[config.mk]
export PLATFORM = sky130hd
export DESIGN_NAME = pipe_stall_ctrl_flat
export DESIGN_NICKNAME = d
export VERILOG_FILES = /design/src/rtl/pipe_stall_ctrl_if.sv /design/src/rtl/pipe_stall_ctrl.sv /design/src/flat_wrapper.sv
export SDC_FILE = /design/constraint.sdc
export NUM_CORES = 1
export LEC_CHECK = 0
export ABC_AREA = 1
export CAP_MARGIN = 0
export CORE_MARGIN = 4
export CORE_UTILIZATION = 29
export DETAILED_ROUTE_END_ITERATION = 8
export SYNTH_ARGS = -nofsm -noshare
export SYNTH_HDL_FRONTEND = slang
export SYNTH_SLANG_ARGS = --single-unit
[constraint.sdc]
create_clock -name clk -period 1.55 [get_ports clk]
set_clock_uncertainty 0.2 [all_clocks]
set_input_delay 0.31 -clock clk [delete_from_list [all_inputs] [get_ports clk]]
set_output_delay 0.31 -clock clk [all_outputs]
set_load 0.03 [all_outputs]
[src/rtl/pipe_stall_ctrl_if.sv]
// Hazard inputs and hold/flush controls between the pipeline datapath and pipe_stall_ctrl.
// Combinational path only; the controller is the slave side.
interface pipe_stall_ctrl_if #(
    parameter int REGW = 5
);
    logic [1:0]      idex_memr;
    logic [REGW-1:0] idex_rd;
    logic [REGW-1:0] ifid_rs1;
    logic [REGW-1:0] ifid_rs2;
    logic            br_taken;
    logic            dmem_wait;
    logic            pc_hold;
    logic            pc_redirect;
    logic            ifid_hold;
    logic            ifid_flush;
    logic            idex_flush;
    logic            exmem_hold;
    logic [1:0]      ctrl_state;

    modport master (
        output idex_memr, idex_rd, ifid_rs1, ifid_rs2, br_taken, dmem_wait,
        input  pc_hold, pc_redirect, ifid_hold, ifid_flush, idex_flush, exmem_hold, ctrl_state
    );

    modport slave (
        input  idex_memr, idex_rd, ifid_rs1, ifid_rs2, br_taken, dmem_wait,
        output pc_hold, pc_redirect, ifid_hold, ifid_flush, idex_flush, exmem_hold, ctrl_state
    );
endinterface

[src/rtl/pipe_stall_ctrl.sv]
// Stall/flush sequencer, priority dmem_wait > branch > load-use; controls are same-cycle (Mealy),
// dmem_wait back-pressures by holding PC..EX/MEM. PIPE_STATS_EN adds saturating event counters.
module pipe_stall_ctrl #(
    parameter int REGW         = 5,
    parameter int FLUSH_CYCLES = 1
`ifdef PIPE_STATS_EN
    ,
    parameter int CNTW         = 16
`endif
) (
    input  logic              clk,
    input  logic              rst_n,
    pipe_stall_ctrl_if.slave  bus
`ifdef PIPE_STATS_EN
    ,
    output logic [CNTW-1:0]   stall_cnt,
    output logic [CNTW-1:0]   flush_cnt,
    output logic [CNTW-1:0]   wait_cnt
`endif
);

    typedef enum logic [1:0] {
        RUN   = 2'd0,
        STALL = 2'd1,
        FLUSH = 2'd2,
        MWAIT = 2'd3
    } state_t;

    localparam logic [2:0] CNT_LOAD = 3'(FLUSH_CYCLES - 1);
    localparam bit         FLUSH_EN = (FLUSH_CYCLES > 1);

    state_t          state;
    state_t          state_nxt;
    logic [2:0]      cnt;
    logic [2:0]      cnt_nxt;
    logic [REGW-1:0] rd;
    logic [REGW-1:0] rs1;
    logic [REGW-1:0] rs2;
    logic            lu;
    logic            do_hold;
    logic            do_redir;
    logic            do_bubble;
    logic            do_flush;

    assign rd  = bus.idex_rd;
    assign rs1 = bus.ifid_rs1;
    assign rs2 = bus.ifid_rs2;
    assign lu  = (|bus.idex_memr) & (rd != '0) & ((rd == rs1) | (rd == rs2));

    always_ff @(posedge clk) begin
        if (!rst_n) begin
            state <= RUN;
            cnt   <= '0;
        end else begin
            state <= state_nxt;
            cnt   <= cnt_nxt;
        end
    end

    // RUN and a released MWAIT decode identically; MWAIT with dmem_wait high just re-holds.
    always_comb begin
        state_nxt = state;
        cnt_nxt   = cnt;
        do_hold   = 1'b0;
        do_redir  = 1'b0;
        do_bubble = 1'b0;
        do_flush  = 1'b0;
        if (bus.dmem_wait) begin
            do_hold   = 1'b1;
            state_nxt = MWAIT;
        end else if (bus.br_taken) begin
            do_redir = 1'b1;
            if (FLUSH_EN) begin
                state_nxt = FLUSH;
                cnt_nxt   = CNT_LOAD;
            end else begin
                state_nxt = RUN;
            end
        end else begin
            case (state)
                FLUSH: begin
                    do_flush = 1'b1;
                    if (cnt <= 3'd1) state_nxt = RUN;
                    else             cnt_nxt   = cnt - 3'd1;
                end
                STALL: state_nxt = RUN;  // stale ID/EX match must not bubble twice
                default: begin
                    if (lu) begin
                        do_bubble = 1'b1;
                        state_nxt = STALL;
                    end else begin
                        state_nxt = RUN;
                    end
                end
            endcase
        end
    end

    assign bus.pc_hold     = rst_n & (do_hold | do_bubble);
    assign bus.pc_redirect = rst_n & do_redir;
    assign bus.ifid_hold   = rst_n & (do_hold | do_bubble);
    assign bus.ifid_flush  = rst_n & (do_redir | do_flush);
    assign bus.idex_flush  = rst_n & (do_redir | do_bubble);
    assign bus.exmem_hold  = rst_n & do_hold;
    assign bus.ctrl_state  = state;

`ifdef PIPE_STATS_EN
    localparam logic [CNTW-1:0] SAT = '1;
    localparam logic [CNTW-1:0] ONE = 1;

    always_ff @(posedge clk) begin
        if (!rst_n) begin
            stall_cnt <= '0;
            flush_cnt <= '0;
            wait_cnt  <= '0;
        end else begin
            if (do_bubble && stall_cnt != SAT) stall_cnt <= stall_cnt + ONE;
            if (do_redir && flush_cnt != SAT)  flush_cnt <= flush_cnt + ONE;
            if (state == MWAIT && bus.dmem_wait && wait_cnt != SAT) wait_cnt <= wait_cnt + ONE;
        end
    end
`endif

endmodule

[src/flat_wrapper.sv]
// flat-port wrapper written by rule: the top's interface ports become plain ports
module pipe_stall_ctrl_flat 
#(
    parameter int REGW         = 5,
    parameter int FLUSH_CYCLES = 1

)
  (clk, rst_n, bus_idex_memr, bus_idex_rd, bus_ifid_rs1, bus_ifid_rs2, bus_br_taken, bus_dmem_wait, bus_pc_hold, bus_pc_redirect, bus_ifid_hold, bus_ifid_flush, bus_idex_flush, bus_exmem_hold, bus_ctrl_state);
  pipe_stall_ctrl_if #(.REGW(REGW)) bus_i ();
  input  logic clk;
  input  logic rst_n;
  input wire logic [$bits(bus_i.idex_memr)-1:0] bus_idex_memr;
  input wire logic [$bits(bus_i.idex_rd)-1:0] bus_idex_rd;
  input wire logic [$bits(bus_i.ifid_rs1)-1:0] bus_ifid_rs1;
  input wire logic [$bits(bus_i.ifid_rs2)-1:0] bus_ifid_rs2;
  input wire logic [$bits(bus_i.br_taken)-1:0] bus_br_taken;
  input wire logic [$bits(bus_i.dmem_wait)-1:0] bus_dmem_wait;
  output wire logic [$bits(bus_i.pc_hold)-1:0] bus_pc_hold;
  output wire logic [$bits(bus_i.pc_redirect)-1:0] bus_pc_redirect;
  output wire logic [$bits(bus_i.ifid_hold)-1:0] bus_ifid_hold;
  output wire logic [$bits(bus_i.ifid_flush)-1:0] bus_ifid_flush;
  output wire logic [$bits(bus_i.idex_flush)-1:0] bus_idex_flush;
  output wire logic [$bits(bus_i.exmem_hold)-1:0] bus_exmem_hold;
  output wire logic [$bits(bus_i.ctrl_state)-1:0] bus_ctrl_state;
  assign bus_i.idex_memr = bus_idex_memr;
  assign bus_i.idex_rd = bus_idex_rd;
  assign bus_i.ifid_rs1 = bus_ifid_rs1;
  assign bus_i.ifid_rs2 = bus_ifid_rs2;
  assign bus_i.br_taken = bus_br_taken;
  assign bus_i.dmem_wait = bus_dmem_wait;
  assign bus_pc_hold = bus_i.pc_hold;
  assign bus_pc_redirect = bus_i.pc_redirect;
  assign bus_ifid_hold = bus_i.ifid_hold;
  assign bus_ifid_flush = bus_i.ifid_flush;
  assign bus_idex_flush = bus_i.idex_flush;
  assign bus_exmem_hold = bus_i.exmem_hold;
  assign bus_ctrl_state = bus_i.ctrl_state;
  pipe_stall_ctrl #(.REGW(REGW), .FLUSH_CYCLES(FLUSH_CYCLES)) u_core (.clk(clk), .rst_n(rst_n), .bus(bus_i));
endmodule
==> impl_metrics.csv <==
group,metric,value,unit
sta,relSlewSlack,0.850,
route,drt-initial-drc-count,14,
place,dpl.hpwl,1300,µm
setup_path,r2r_slack,60,ps
worst_hold_path,holdCritStartpoint,"u_core.cnt[1]$_SDFFE_PN0P_",
layout,fin_area,1000,µm²
sta,fin_ws,-391,ps
synthesis,synth_most_common_cell,"nand2_1",
setup_path,timing.rr.start,"u_core.bus.ctrl_state[0]$_SDFFE_PN0P_",
pwr,p_total,0.478,mW
setup_path,end_kind,"primary output",
clock_network,cts_tree,"yes",
pwr,worst_ir_drop_vdd,0.000438,V
worst_hold_path,hp-class,"register to register",
outcome,outcome,"finished, violations left",
grt,grt_pass1_vias,609,
route,routed_wl,1490,µm
synthesis,synth.cell_area,541,µm²
synthesis,synth-seq-area-share,0.185,
grt,overflow,0,
synthesis,synth.largest_area_cell,"dfxtp_1",
synthesis,synth.avg_cell_area,5.88,µm²
sta,setup_viol,4,
grt,grt_pass1_wl,2480,µm
setup_path,worst-endpoint-arrival,1430,ps
floorplanning,die_h,51.2,µm
setup_path,startpoint,"u_core.bus.ctrl_state[0]$_SDFFE_PN0P_",
clock_network,clkTransAtPathRegs,50,ps
route,wl_per_cell,9.24,µm
layout,drive_gt1_frac,0.382,
floorplanning,coreArea,1750,µm²
sta,period_minus_slack,1940,ps
route,vias_per_cell,4.17,
worst_hold_path,min_to,"u_core.cnt[1]$_SDFFE_PN0P_",
layout,areaGrowthSynthToFinish,85.2,%
synthesis,syn_nets,116,
route,dr.pass1.iters,3,
sta,rsz0062_at_grt,"yes",
synthesis,yosysWarnings,0,
place,dpl_cell_area,928,µm²
sta,drv_slew,0,
floorplanning,die_x,51.2,µm
synthesis,synth_edf_count,0,
clock_network,numCtsBuffers,3,
setup_path,worst-path-max-fanout,3,
floorplanning,initial_core_util,0.310,
sta,worst_slew_pin_slew,225,ps
synthesis,syn_inst,92,
floorplanning,rows,15,
layout,num-nets-final,161,
place,gp_congestion,0.728,
floorplanning,die-area,2620,µm²
clock_network,clk_path_buf_depth,2,
synthesis,ys_types,21,
floorplanning,ios,29,
layout,utilization,0.573,
synthesis,ys.flop_type,"dfxtp_1",
run,max_cap_viol_count,0,
layout,antenna_cells,0,
setup_path,r2r_end,"u_core.bus.ctrl_state[0]$_SDFFE_PN0P_",
route,drc_errors,0,
sta,post-route-period-util,1.25,
sta,max_clock_freq,515,MHz
synthesis,yosys-top-cells-count,"nand2_1 (24), inv_1 (18), nor2_1 (10)",
synthesis,async_flop_share,0,
synthesis,yosys.area.top_type_share,0.185,
setup_path,crit_type,"register to primary output",
place,post-place-ws,-677,ps
grt,grt_max_degree,8,
setup_path,cp_data_required_time,1040,ps
grt,grt_use_total,0.125,
synthesis,synthTopCellsByArea,"dfxtp_1 (19%), nand2_1 (17%), inv_1 (13%)",
grt,antenna_found_initial,0,
clock_network,cts-root-buf,"clkbuf_4",
route,num_vias,672,
clock_network,cts_hold_buf,0,
worst_hold_path,worstHoldPathCells,2,
outcome,violations,"negative setup slack",
pwr,leakage,0.555,nW
place,io_buffers,28,
clock_network,cts_max_level,1,
setup_path,startpoint_type,"register",
synthesis,synth_seq_cells,5,
pwr,power_density,478,nW/µm²
sta,hold_viol_final,0,
clock_network,cts.sinks,5,
route,ant_nets,0,
clock_network,clock_latency,250,ps
setup_path,rr_worst_depth,10,
==> worst max path at each step <==
stage	end	cells past startpoint	slack, ps
final	bus_ifid_hold	7	-390
after global routing	bus_pc_hold	7	-480
after global placement	bus_pc_hold	10	-670
after floorplan	bus_pc_hold	7	-320
after CTS	bus_ifid_hold	7	-400
after detailed placement	bus_ifid_hold	10	-680
==> power by group <==
part	leakage (nW)	total (mW)	internal, mW	switching [mW]
registers	0.0417	0.134	0.132	0.00254
clock network	0.0177	0.155	0.0938	0.0612
logic	0.496	0.189	0.0952	0.0938
total	0.555	0.478	0.320	0.158
==> critical path, stage by stage (launching register included) <==
cell,delay (ps)
dfxtp_4,340
inv_2,40
ha_4,240
nand4_1,70
inv_1,70
nand2_2,80
a21boi_4,180
buf_6,150
==> cell usage in the layout (no fill, tap or decap), drive strengths merged <==
| cell type | count |
|---|---|
| ha | 3 |
| clkinv | 1 |
| nand2 | 26 |
| a21oi | 6 |
| or2 | 1 |
| buf | 21 |
| nand3 | 3 |
| xnor2 | 2 |
| clkdlybuf4s15 | 3 |
| o21ai | 6 |
| a21boi | 1 |
| nor2 | 11 |
| clkbuf | 3 |
| inv | 24 |
| nor3 | 1 |
| dlygate4sd2 | 17 |
| nand4 | 2 |
| dfxtp | 5 |
==> registers in the layout, indices dropped and copies added (netlist names) <==
register,count
u_core.cnt,3
u_core.bus.ctrl_state,2
==> metrics by stage <==
| step | hold slack (ps) | cells | setup TNS [ps] |
|---|---|---|---|
| floorplan | 236 | 92 | -762 |
| global placement | 274 | 154 | -3760 |
| detailed placement | 284 | 154 | -4050 |
| CTS | 292 | 159 | -1220 |
| global route | 322 | 161 | -1510 |
| finish | 288 | 161 | -1150 |
==> repair_timing <==
action,CTS,global route
hold endpoints to repair,0,0
pin swaps,9,4
buffers inserted,1,2
endpoints found under the setup margin,9,7
resized for setup,34,7
==> cell families after synthesis <==
group | count (synthesis) | synth area share
simple gates | 44 | 0.373
buf+inv | 25 | 0.181
compound gates | 13 | 0.160
flops | 5 | 0.185
fa+ha+maj | 3 | 0.0695
xor+xnor | 2 | 0.0324
==> area by class of cell <==
cell class | count | area, µm²
Tap cell | 25 | 31.3
Sequential cell | 5 | 105
Clock inverter | 1 | 5.00
Clock buffer | 3 | 22.5
Multi-Input combinational cell | 62 | 385
Inverter | 24 | 92.6
Fill cell | 195 | 744
Timing Repair Buffer | 41 | 359
==> routing by layer <==
layer  part of all wire  global-route usage  vias up
li1                   -                   -      366
met1               0.42               0.146      285
met2               0.52               0.208       17
met3              0.041              0.0379        4
met4              0.015              0.0538        0
met5                  0                   0        -
Note: power is estimated with default switching activity, not from simulation.
